### src/rtl/shift_reg_ctrl_pkg.sv
// Shared encodings for the shift-register command sequencer: command opcodes
// and controller states.
package shift_reg_ctrl_pkg;

  typedef enum logic [1:0] {
    OP_CLR    = 2'b00,
    OP_PLOAD  = 2'b01,
    OP_SERIAL = 2'b10,
    OP_RSVD   = 2'b11
  } op_t;

  typedef enum logic [2:0] {
    S_IDLE  = 3'd0,
    S_CLR   = 3'd1,
    S_LOAD  = 3'd2,
    S_SHIFT = 3'd3,
    S_DONE  = 3'd4
  } state_t;

endpackage

### src/rtl/shift_buff_reg.sv
// Parallel-load / left-shift buffer register. Clear has priority over load,
// and load has priority over shift; with no strobe active the contents hold.
module shift_buff_reg #(
  parameter int REG_SIZE = 4
) (
  input  logic                clk,
  input  logic                clear,
  input  logic                load,
  input  logic                shift_l,
  input  logic                d_in,
  input  logic [REG_SIZE-1:0] d,
  output logic [REG_SIZE-1:0] q
);

  always_ff @(posedge clk) begin
    if (clear) begin
      q <= '0;
    end else if (load) begin
      q <= d;
    end else if (shift_l) begin
      q <= {q[REG_SIZE-2:0], d_in};
    end
  end

endmodule

### src/rtl/shift_reg_seq_ctrl.sv
// Command-driven sequencer that generates clear/LOAD/SHIFT_L/D_IN strobes for
// shift_buff_reg and reports completion with a one-cycle done pulse.
module shift_reg_seq_ctrl
  import shift_reg_ctrl_pkg::*;
#(
  parameter int REG_SIZE = 4,
  parameter int CNT_W    = $clog2(REG_SIZE + 1)
) (
  input  logic                CLOCK,
  input  logic                CLEAR,
  input  logic                cmd_valid,
  output logic                cmd_ready,
  input  logic [1:0]          cmd_op,
  input  logic [REG_SIZE-1:0] cmd_data,
  output logic                busy,
  output logic                done_valid,
  output logic                done_err,
  output logic [REG_SIZE-1:0] Q,
  output state_t              state_dbg
);

  // Handshake: a command transfers on the rising edge where cmd_valid and
  // cmd_ready are both high; cmd_ready is only offered in IDLE outside CLEAR,
  // and a producer seeing cmd_ready low must hold cmd_valid and its payload.

  localparam logic [CNT_W-1:0] LAST_CNT = CNT_W'(REG_SIZE - 1);

  state_t              state_q, state_d;
  logic [CNT_W-1:0]    cnt_q, cnt_d;
  logic [REG_SIZE-1:0] latch_q, latch_d;
  logic                err_q, err_d;
  logic                load_q, load_d;
  logic                shift_q, shift_d;
  logic                clr_q, clr_d;
  logic                din_q, din_d;
  logic                accept;

  assign cmd_ready  = (state_q == S_IDLE) && !CLEAR;
  assign accept     = cmd_valid && cmd_ready;
  assign busy       = (state_q != S_IDLE);
  assign done_valid = (state_q == S_DONE);
  assign done_err   = done_valid && err_q;
  assign state_dbg  = state_q;

  always_comb begin
    state_d = state_q;
    cnt_d   = cnt_q;
    latch_d = latch_q;
    err_d   = err_q;
    load_d  = 1'b0;
    shift_d = 1'b0;
    clr_d   = 1'b0;
    din_d   = 1'b0;

    case (state_q)
      S_IDLE: begin
        if (accept) begin
          latch_d = cmd_data;
          cnt_d   = '0;
          err_d   = 1'b0;
          case (op_t'(cmd_op))
            OP_CLR: begin
              state_d = S_CLR;
              clr_d   = 1'b1;
            end
            OP_PLOAD: begin
              state_d = S_LOAD;
              load_d  = 1'b1;
            end
            OP_SERIAL: begin
              state_d = S_SHIFT;
              shift_d = 1'b1;
            end
            default: begin
              state_d = S_DONE;
              err_d   = 1'b1;
            end
          endcase
        end
      end
      S_CLR, S_LOAD: state_d = S_DONE;
      S_SHIFT: begin
        if (cnt_q == LAST_CNT) begin
          state_d = S_DONE;
        end else begin
          cnt_d   = cnt_q + CNT_W'(1);
          shift_d = 1'b1;
        end
      end
      S_DONE:  state_d = S_IDLE;
      default: state_d = S_IDLE;
    endcase

    // D_IN for the upcoming shift cycle: word sent MSB first as cnt rises.
    for (int i = 0; i < REG_SIZE; i++) begin
      if (shift_d && (cnt_d == CNT_W'(REG_SIZE - 1 - i))) begin
        din_d = latch_d[i];
      end
    end
  end

  always_ff @(posedge CLOCK) begin
    if (CLEAR) begin
      state_q <= S_IDLE;
      cnt_q   <= '0;
      latch_q <= '0;
      err_q   <= 1'b0;
      load_q  <= 1'b0;
      shift_q <= 1'b0;
      clr_q   <= 1'b0;
      din_q   <= 1'b0;
    end else begin
      state_q <= state_d;
      cnt_q   <= cnt_d;
      latch_q <= latch_d;
      err_q   <= err_d;
      load_q  <= load_d;
      shift_q <= shift_d;
      clr_q   <= clr_d;
      din_q   <= din_d;
    end
  end

  shift_buff_reg #(
    .REG_SIZE(REG_SIZE)
  ) u_reg (
    .clk    (CLOCK),
    .clear  (CLEAR | clr_q),
    .load   (load_q),
    .shift_l(shift_q),
    .d_in   (din_q),
    .d      (latch_q),
    .q      (Q)
  );

endmodule
### config.mk
export PLATFORM = sky130hd
export DESIGN_NAME = shift_reg_seq_ctrl
export DESIGN_NICKNAME = d
export VERILOG_FILES = /design/src/rtl/shift_reg_ctrl_pkg.sv /design/src/rtl/shift_buff_reg.sv /design/src/rtl/shift_reg_seq_ctrl.sv
export SDC_FILE = /design/constraint.sdc
export NUM_CORES = 1
export LEC_CHECK = 0
export BUFFER_PORTS_ARGS = -buffer_cell sky130_fd_sc_hd__buf_2
export CAP_MARGIN = 15
export CORE_AREA = 4 4 50 52
export DETAILED_ROUTE_END_ITERATION = 8
export DIE_AREA = 0 0 54 56
export GPL_ROUTABILITY_DRIVEN = 1
export PLACE_DENSITY = 0.79
export SLEW_MARGIN = 25
export SYNTH_ARGS = -nofsm -noshare
export SYNTH_HDL_FRONTEND = slang
export SYNTH_SLANG_ARGS = --single-unit
### constraint.sdc
create_clock -name CLOCK -period 1.6 [get_ports CLOCK]
set_input_delay 0.24 -clock CLOCK [delete_from_list [all_inputs] [get_ports CLOCK]]
set_output_delay 0.24 -clock CLOCK [all_outputs]
set_load 0.05 [all_outputs]
==> impl_summary.txt, run 1 <==
----------------------------------------------------
[STA]
  Largest clock skew in the final design ... 0.00193 ns
  Least-Margin Pin Slew ... 0.321 ns
  Unrepaired setup endpoints after global routing ... yes
  Highest clock rate ... 619 MHz
  Max-slew headroom ... 0.785
  Final setup violation count ... 1
  Number of hold-slack violations in the final timing report ... 0
  Share of the clock period used by the worst path after layout ... 1.01
  Count of final max-slew check failures ... 0
  Clock period minus final worst setup slack ... 1.62 ns
  Final critical-path setup slack ... -0.0165 ns

[Detailed routing]
  Number of remaining DRC errors ... 0
  Iteration count of the initial detailed-routing pass ... 4
  Via density ... 5.51
  Drt first-iter violations ... 26
  Routed Antenna Nets ... 0
  Per-cell routed wire length ... 14.1 um
  Via count ... 921
  Drt total wl ... 2.35 mm

[Hold path]
  Min-Delay Path Class ... in2reg

[Power]
  Leakage ... 0.576 nW
  Power per Cell Area ... 846 nW/um^2
  Max rail drop VDD ... 657 uV

[Synth]
  Biggest area consumer among synthesized cells ... dfxtp_1
  Avg Cell Area, Syn ... 8.75 sq um
  Sequential element share of the synthesized area ... 0.406
  Gate Count Post-Synth ... 107
  Synth Warn # ... 0
  Post-Syn Area ... 936 sq um
  Post-synthesis sequential element count ... 19
  Proportion of netlist area held by the largest area contributor ... 0.406
  Syn Nets ... 121
  Number of unique standard cell types used by synthesis ... 27
  Main area contributors after synthesis ... dfxtp_1 41%, a21oi_1 7.5%, mux2i_1 7.5%

[GRT]
  Global-route wire length before repair ... 3.91 mm
  Largest net degree at the start of global routing ... 18
  Number of antenna violations at the first check in global routing ... 0
  Overall track demand over capacity in global routing ... 0.173
  Via count of the first global-routing pass ... 916
  Overflow left after global routing ... 0

[Layout]
  Proportion of layout cells with a drive suffix above 1 ... 0.388
  Number of diodes ... 0
  Final core occ ... 0.583
  Final net count ... 154
  Area overhead of the layout relative to synthesis ... 31.3%
  Highest-count cells in the layout ignoring fill and taps ... 17 x buf_2, 14 x a21oi_1, 14 x nand2_1, 14 x dfxtp_1, 14 x buf_4
  Most common cell after layout, fill and taps aside ... buf_2
  Non-Filler Instances ... 167

[Clock network]
  Clock transition at path regs ... 0.11 ns
  Maximum buffer depth of the clock tree ... 2
  Clock tree from TritonCTS ... yes
  Buffer cell driving the clock tree root ... clkbuf_4
  Clock buffer count from CTS ... 3
  Clock Sinks ... 19
  Clock latency at the later pin of the worst-skew pair ... 0.30 ns
  Maximum level of the CTS H-tree ... 1

[Place]
  Number of input and output port buffers inserted ... 19
  Post-detailed-placement half-perimeter wirelength ... 1.73 mm
  Final Wtd Congestion ... 0.808
  Placed insts ... 161

[Setup path]
  Critical path data arrival time ... 1.82 ns
  Critical Setup Path Class ... reg2reg
  Kind of capture point of the worst setup path ... flip-flop
  Critical path data required time ... 1.81 ns
  Maximum net fanout on the critical path ... 4
  Launching element type of the critical path ... flip-flop

[Floorplan]
  Initial cell density of the core ... 0.444
  Die height ... 56 um
  Die width ... 54 um
  Standard cell core area ... 2110 sq um
  Area of the die ... 3020 sq um
  Number of ports placed on the die boundary ... 20
  Site Rows ... 17

[Outcome]
  Run status ... finished, violations left
  Violated checks ... negative setup slack

[Run]
  Reported max-cap violation count ... 0

----------------------------------------------------
==> cells by family (layout without fill, tap and decap cells) <==
group	count (synthesis)	count (layout)	synth area share
AO/OA/AOI/OAI	24	24	0.164
adder cells (fa/ha/maj)	5	5	0.0668
buffers and inverters	9	41	0.0414
flip-flops	19	19	0.406
multiplexers	8	8	0.0909
AND/OR/NAND/NOR	42	42	0.230
==> worst max-delay path, cell delays in order (launching register included) <==
cell      delay, ns
dfxtp_4        0.37
and3b_2        0.28
and2_4         0.16
mux2_4         0.29
a221o_1        0.30
o2111a_1       0.12
==> registers in the layout, summed over array words and instances (netlist names) <==
register	cells
err_q	1
latch_q	4
cnt_q	3
load_q	1
shift_q	1
u_reg.q	4
din_q	1
state_dbg	3
clr_q	1
==> per-layer routing <==
layer | vias to the layer above | track usage | part of all wire
met4 | 0 | 0.0641 | 0.019
met3 | 7 | 0.0322 | 0.054
met5 | - | 0 | 0
li1 | 442 | - | -
met2 | 37 | 0.303 | 0.52
met1 | 435 | 0.199 | 0.41
==> cell usage after synthesis (all sizes together) <==
library cell and n:
nor4 1, a22oi 2, nor2 9, a2111oi 1, nand2 16, and3 4, o21ai 3, dfxtp 19
a221o 1, nand2b 1, inv 4, or3 1, nor3 5, mux2i 7, and3b 1, a221oi 2
and2 3, buf 2, clkbuf 3, mux2 1, nor3b 1, a21oi 14, ha 5, o2111a 1
==> cell type report <==
| cell class | count | area (sq um) |
|---|---|---|
| fillers | 195 | 877 |
| multi-input cells | 79 | 544 |
| flip-flops and latches | 19 | 394 |
| repair buffers | 33 | 213 |
| well taps | 28 | 35.0 |
| clock buffers | 3 | 22.5 |
| inverters | 4 | 15.0 |
| clock inverters | 1 | 5.00 |
==> worst paths after layout <==
check	slack (ns)	start	endpoint	depth (start not counted)
setup / recovery	-0.02	state_dbg[2]$_SDFFE_PP0P_	din_q$_SDFF_PP0_	5
hold / removal	0.16	cmd_data[0]	latch_q[0]$_SDFF_PP0_	3
setup reg to reg	-0.02	state_dbg[2]$_SDFFE_PP0P_	din_q$_SDFF_PP0_	5
hold reg to reg	0.46	err_q$_SDFFE_PP0P_	err_q$_SDFFE_PP0P_	2
==> through the flow <==
step	cell area, sq um	setup TNS (ns)	setup WS, ns	total power [mW]	hold WS (ns)
after floorplan	963	-2.68	-0.359	0.696	0.376
after global placement	1150	0	0.0379	0.772	0.453
after detailed placement	1150	-0.0693	-0.0378	0.782	0.452
after CTS	1210	-0.00756	-0.00756	1.03	0.168
after global routing	1230	-0.0960	-0.0659	1.10	0.157
final	1230	-0.0165	-0.0165	1.04	0.160
==> power by group <==
group | internal, mW | switching [mW] | leakage [nW] | total [mW]
sequential | 0.491 | 0.0237 | 0.157 | 0.514
combinational | 0.110 | 0.167 | 0.401 | 0.277
clock | 0.0935 | 0.154 | 0.0177 | 0.248
==> repair_timing <==
item                                    in CTS  in global routing
pin swaps                                    2                  2
hold buffers                                 0                  0
endpoints found under the setup margin       3                  4
cloned                                       0                  0
buffers inserted                             1                  1
gates resized for setup                      7                  5
No activity file was read; power rests on OpenSTA's default activity.
==> inputs of run 2 (changes only) <==
Settings changed: CORE_AREA 4 4 50 52 to 2 2 48 50, DIE_AREA 0 0 54 56 to 0 0 50 52.
==> run 2 against run 1 <==
  * The run now ends clean
  * Clock skew hardly changed
  * Sequential cell count stayed put
  * Clock power hardly changed
  * Non-clock buffer count is 1 higher
  * Maximum frequency is 1.8% higher
  * Global-route usage is 1.8 points higher
  * Largest cell class unchanged
  * Highest routed layer unchanged
==> impl_summary.txt, run 2 (synthesis results as in run 1) <==
----------------------------------------------------
[Floorplan]
  Number of ports placed on the die boundary ... 20
  Site Rows ... 17
  Die width ... 50 um
  Standard cell core area ... 2110 sq um
  Area of the die ... 2600 sq um
  Initial cell density of the core ... 0.444
  Die height ... 52 um

[Layout]
  Fill cell total of the finished layout ... 186
  Most common cell after layout, fill and taps aside ... buf_2
  Registers with the highest flip-flop counts ... latch_q x4, u_reg.q x4
  Final core occ ... 0.588
  Area overhead of the layout relative to synthesis ... 32.4%
  Design area ... 1240 sq um
  Highest-count cells in the layout ignoring fill and taps ... 17 x buf_2, 15 x buf_4, 14 x a21oi_1, 14 x dfxtp_1, 13 x nand2_1
  Proportion of layout cells with a drive suffix above 1 ... 0.400
  Number of diodes ... 0
  Final net count ... 155

[STA]
  Count of final max-slew check failures ... 0
  Clock period minus final worst setup slack ... 1.59 ns
  Share of the clock period used by the worst path after layout ... 0.992
  Least-Margin Pin Slew ... 0.299 ns
  Number of hold-slack violations in the final timing report ... 0
  Unrepaired setup endpoints after global routing ... yes
  Final critical-path setup slack ... 0.0122 ns
  Final setup violation count ... 0
  Largest clock skew in the final design ... 0.00148 ns
  Highest clock rate ... 630 MHz
  Max-slew headroom ... 0.800

[Power]
  Max rail drop VDD ... 540 uV
  Sum of internal, switching and leakage power ... 1.04 mW
  Power per Cell Area ... 837 nW/um^2
  Leakage ... 0.579 nW

[GRT]
  Overall track demand over capacity in global routing ... 0.190
  Number of antenna violations at the first check in global routing ... 0
  Via count of the first global-routing pass ... 835
  Global-route wire length before repair ... 3.75 mm
  Largest net degree at the start of global routing ... 18
  Overflow left after global routing ... 0

[Detailed routing]
  Drt first-iter violations ... 26
  Routed Antenna Nets ... 0
  Via count ... 895
  Via density ... 5.33
  Number of remaining DRC errors ... 0
  Iteration count of the initial detailed-routing pass ... 5
  Drt total wl ... 2.29 mm
  Per-cell routed wire length ... 13.6 um

[Clock network]
  Maximum buffer depth of the clock tree ... 2
  Clock buffer count from CTS ... 3
  Clock latency at the later pin of the worst-skew pair ... 0.31 ns
  Buffer cell driving the clock tree root ... clkbuf_4
  Clock transition at path regs ... 0.11 ns
  Clock Sinks ... 19
  Clock tree from TritonCTS ... yes
  Maximum level of the CTS H-tree ... 1

[Setup path]
  Kind of capture point of the worst setup path ... flip-flop
  Maximum net fanout on the critical path ... 5
  Slowest cell on the critical path ... dfxtp_2
  Number of cells on the critical path ... 5
  CP cell instances ... and3b_1 > and2_4 > mux2_4 > a221o_1 > o2111a_1
  Largest delay contributor family on the critical path ... flip-flops
  Number of buffers and inverters on the critical path ... 0
  Launching element type of the critical path ... flip-flop
  Critical path data arrival time ... 1.80 ns
  Critical Setup Path Class ... reg2reg
  Crit path largest cell delay ... 0.41 ns
  Worst reg2reg path depth ... 5
  Critical path data required time ... 1.81 ns

[Place]
  Number of input and output port buffers inserted ... 19
  Post-detailed-placement half-perimeter wirelength ... 1.60 mm
  Cell Area, Placed ... 1150 sq um
  Placement Setup Slack ... -0.0243 ns
  Final Wtd Congestion ... 0.781

[Hold path]
  Worst hold stages ... 3
  Min-Delay Path Class ... in2reg

[Run]
  Reported max-cap violation count ... 0

[Outcome]
  Run status ... complete, no violations

----------------------------------------------------
run 2: changes by cell type in the layout (fill, tap and decap cells not counted), sizes merged:
cell	before	now
clkbuf	4	5
run 2: repair_timing:
item / in CTS / in global routing
setup endpoints to repair: 1 / 6
hold buffers: 0 / 0
gates resized for setup: 4 / 6
buffers inserted: 4 / 0
pin swaps: 2 / 1
run 2: path summary, 6_finish.rpt:
kind / startpoint / end / slack (ns)
setup / recovery: state_dbg[0]$_SDFFE_PP0P_ / din_q$_SDFF_PP0_ / 0.01
hold / removal: cmd_data[1] / latch_q[1]$_SDFF_PP0_ / 0.16
setup reg to reg: state_dbg[0]$_SDFFE_PP0P_ / din_q$_SDFF_PP0_ / 0.01
hold reg to reg: err_q$_SDFFE_PP0P_ / err_q$_SDFFE_PP0P_ / 0.49
run 2: metrics by stage:
step           setup TNS, ns  hold slack [ns]  instances
6_report                   0            0.156        168
5_1_grt              -0.0701            0.133        168
4_1_cts                    0            0.159        168
3_5_place_dp         -0.0243            0.471        160
3_3_place_gp               0            0.448        160
2_1_floorplan          -2.68            0.376        107
run 2: cell type report:
cell class | instances | area, sq um | area share
clock buffers | 3 | 22.5 | 0.0182
inverters | 4 | 15.0 | 0.0121
well taps | 28 | 35.0 | 0.0283
repair buffers | 34 | 213 | 0.172
clock inverters | 1 | 5.00 | 0.00404
flip-flops and latches | 19 | 392 | 0.316
multi-input cells | 79 | 557 | 0.449
run 2: tightest hold or removal path, delay by kind of cell:
kind / cells / cell delay (ns)
buf+inv: 1 / 0.09
simple gates: 1 / 0.05
compound gates: 1 / 0.05
run 2: power by group:
part           internal (mW)  leakage (nW)  total [mW]  switching [mW]
logic                  0.102         0.404       0.272           0.169
registers              0.491         0.157       0.515          0.0230
clock network         0.0935        0.0177       0.250           0.157
total                  0.687         0.579        1.04           0.349
run 2: routing by layer:
metal,share of wire,GRT usage,vias to the layer above
met5,0,0,-
met1,0.42,0.221,421
met2,0.52,0.346,29
met3,0.037,0.0259,7
met4,0.018,0.0833,0
li1,-,-,438
==> inputs of run 3 (changes only) <==
Settings changed: CORE_AREA 2 2 48 50 to 3 3 54 46, DIE_AREA 0 0 50 52 to 0 0 57 49, PLACE_DENSITY 0.79 to 0.8.
==> run 3 against run 2 <==
  * The run now ends with negative setup slack left
  * Worst hold slack gained 0.0050 ns
  * Global-route usage fell by 1.2 points
  * Sequential cell count is the same
  * Via count rose by 1.1%
  * First-iteration DRC count decreased by 7.7%
  * Register-to-register slack worse by 0.05 ns
  * Non-clock buffer count is 3 higher
  * Cell count decreased by 0.60%
  * Clock skew up 0.0028 ns
  * Total power is 2.3% higher
  * Worst setup slack got worse by 0.053 ns
  * Sequential share of layout area is 0.80 points lower
==> impl_summary.txt, run 3 (synthesis results as in run 1) <==
----------------------------------------------------
[Detailed routing]
  Drt total wl ... 2.48 mm
  Per-cell routed wire length ... 14.8 um
  Number of remaining DRC errors ... 0
  Drt first-iter violations ... 24
  Via density ... 5.42
  Via count ... 905
  Iteration count of the initial detailed-routing pass ... 4
  Routed Antenna Nets ... 0

[Place]
  Final Wtd Congestion ... 0.808
  Placed insts ... 158
  Post-detailed-placement half-perimeter wirelength ... 1.71 mm
  Number of input and output port buffers inserted ... 19

[Setup path]
  Maximum net fanout on the critical path ... 3
  Slowest cell on the critical path ... dfxtp_2
  Critical path data arrival time ... 1.84 ns
  Crit path largest cell delay ... 0.34 ns
  Kind of capture point of the worst setup path ... flip-flop
  Launching element type of the critical path ... flip-flop
  Number of buffers and inverters on the critical path ... 0
  Critical Setup Path Class ... reg2reg
  Critical path data required time ... 1.80 ns
  Largest delay contributor family on the critical path ... compound AO/OA/AOI/OAI gates
  CP cell instances ... ha_2 > nand2b_1 > and2_4 > mux2_4 > a221o_1 > o2111a_1

[Outcome]
  Run status ... finished, violations left
  Violated checks ... negative setup slack

[Layout]
  Registers with the highest flip-flop counts ... latch_q x4, u_reg.q x4
  Highest-count cells in the layout ignoring fill and taps ... 17 x buf_4, 16 x buf_2, 15 x dfxtp_1
  Area overhead of the layout relative to synthesis ... 36.2%
  Non-Filler Instances ... 167
  Number of diodes ... 0
  Most common cell after layout, fill and taps aside ... buf_4
  Proportion of layout cells with a drive suffix above 1 ... 0.406
  Final net count ... 158

[Floorplan]
  Area of the die ... 2790 sq um
  Die width ... 57 um
  Standard cell core area ... 1930 sq um
  Initial cell density of the core ... 0.486
  Site Rows ... 14
  Number of ports placed on the die boundary ... 20
  Die height ... 49 um

[Clock network]
  Maximum buffer depth of the clock tree ... 2
  Clock buffer count from CTS ... 3
  Clock latency at the later pin of the worst-skew pair ... 0.30 ns
  Clock transition at path regs ... 0.11 ns
  Clock tree from TritonCTS ... yes
  Maximum level of the CTS H-tree ... 1
  Buffer cell driving the clock tree root ... clkbuf_4
  # hold bufs at CTS ... 0
  Clock Sinks ... 19

[Run]
  Reported max-cap violation count ... 0

[Hold path]
  Min-Delay Path Class ... in2reg

[GRT]
  Number of antenna violations at the first check in global routing ... 0
  Overall track demand over capacity in global routing ... 0.178
  Global-route wire length before repair ... 3.95 mm
  Via count of the first global-routing pass ... 892
  Overflow left after global routing ... 0
  Largest net degree at the start of global routing ... 18

[STA]
  Max-slew headroom ... 0.787
  Final critical-path setup slack ... -0.0406 ns
  Number of hold-slack violations in the final timing report ... 0
  Final Hold Slack ... 0.161 ns
  Unrepaired setup endpoints after global routing ... yes
  Final setup violation count ... 2
  Share of the clock period used by the worst path after layout ... 1.03
  Clock period minus final worst setup slack ... 1.64 ns
  Largest clock skew in the final design ... 0.00432 ns
  Highest clock rate ... 610 MHz
  Count of final max-slew check failures ... 0
  Least-Margin Pin Slew ... 0.316 ns

[Power]
  Power per Cell Area ... 832 nW/um^2
  Sum of internal, switching and leakage power ... 1.06 mW
  Leakage ... 0.598 nW
  Max rail drop VDD ... 883 uV

----------------------------------------------------
run 3: cell count changes in the layout (fill, tap and decap cells not counted), moves of 2 or more:
cell	previous run	this run
a221oi_1	0	2
a221oi_2	2	0
buf_4	15	17
dfxtp_2	3	1
run 3: worst paths after layout:
kind                       start               endpoint  slack, ns  cells past startpoint
max          cnt_q[0]$_SDFF_PP0_       din_q$_SDFF_PP0_      -0.04                      6
max reg2reg  cnt_q[0]$_SDFF_PP0_       din_q$_SDFF_PP0_      -0.04                      6
min reg2reg   err_q$_SDFFE_PP0P_     err_q$_SDFFE_PP0P_       0.49                      2
min                  cmd_data[2]  latch_q[2]$_SDFF_PP0_       0.16                      3
run 3: cell type report:
type / instances / area (sq um)
flip-flops and latches: 19 / 393
inverters: 4 / 15.0
clock buffers: 3 / 22.5
well taps: 24 / 30.0
repair buffers: 37 / 249
fillers: 160 / 652
clock inverters: 1 / 5.00
multi-input cells: 79 / 561
run 3: per-stage QoR:
step                worst slack, ns  setup TNS [ns]   util  cell area [sq um]
finish                      -0.0406         -0.0488  0.662               1270
floorplan                    -0.359           -2.68      -                963
detailed placement         -0.00662        -0.00662  0.600               1160
global placement             0.0287               0  0.600               1160
global route                -0.0878          -0.255  0.662               1270
CTS                         -0.0328         -0.0328  0.637               1230
run 3: layer usage:
metal / vias to the layer above / GRT usage / wire length [um]
met4: 0 / 0.0579 / 31
met2: 21 / 0.310 / 1220
li1: 450 / - / -
met3: 4 / 0.0556 / 126
met5: - / 0 / 0
met1: 430 / 0.205 / 1100
run 3: report_power, final:
group | switching (mW) | leakage [nW] | internal (mW) | total, mW
combinational | 0.171 | 0.424 | 0.124 | 0.295
sequential | 0.0235 | 0.157 | 0.491 | 0.514
clock | 0.159 | 0.0177 | 0.0933 | 0.252
total | 0.353 | 0.598 | 0.708 | 1.06
run 3: what timing repair did:
action / 4_1_cts / 5_1_grt
setup buffers: 3 / 2
endpoints found under the setup margin: 2 / 6
resized for setup: 7 / 8
pin swaps: 4 / 3
run 3: worst reg2reg max path, cell delays in order (launching register included):
cell and delay [ns]:
dfxtp_2 0.34, ha_2 0.19, nand2b_1 0.13, and2_4 0.17, mux2_4 0.29, a221o_1 0.30
o2111a_1 0.13
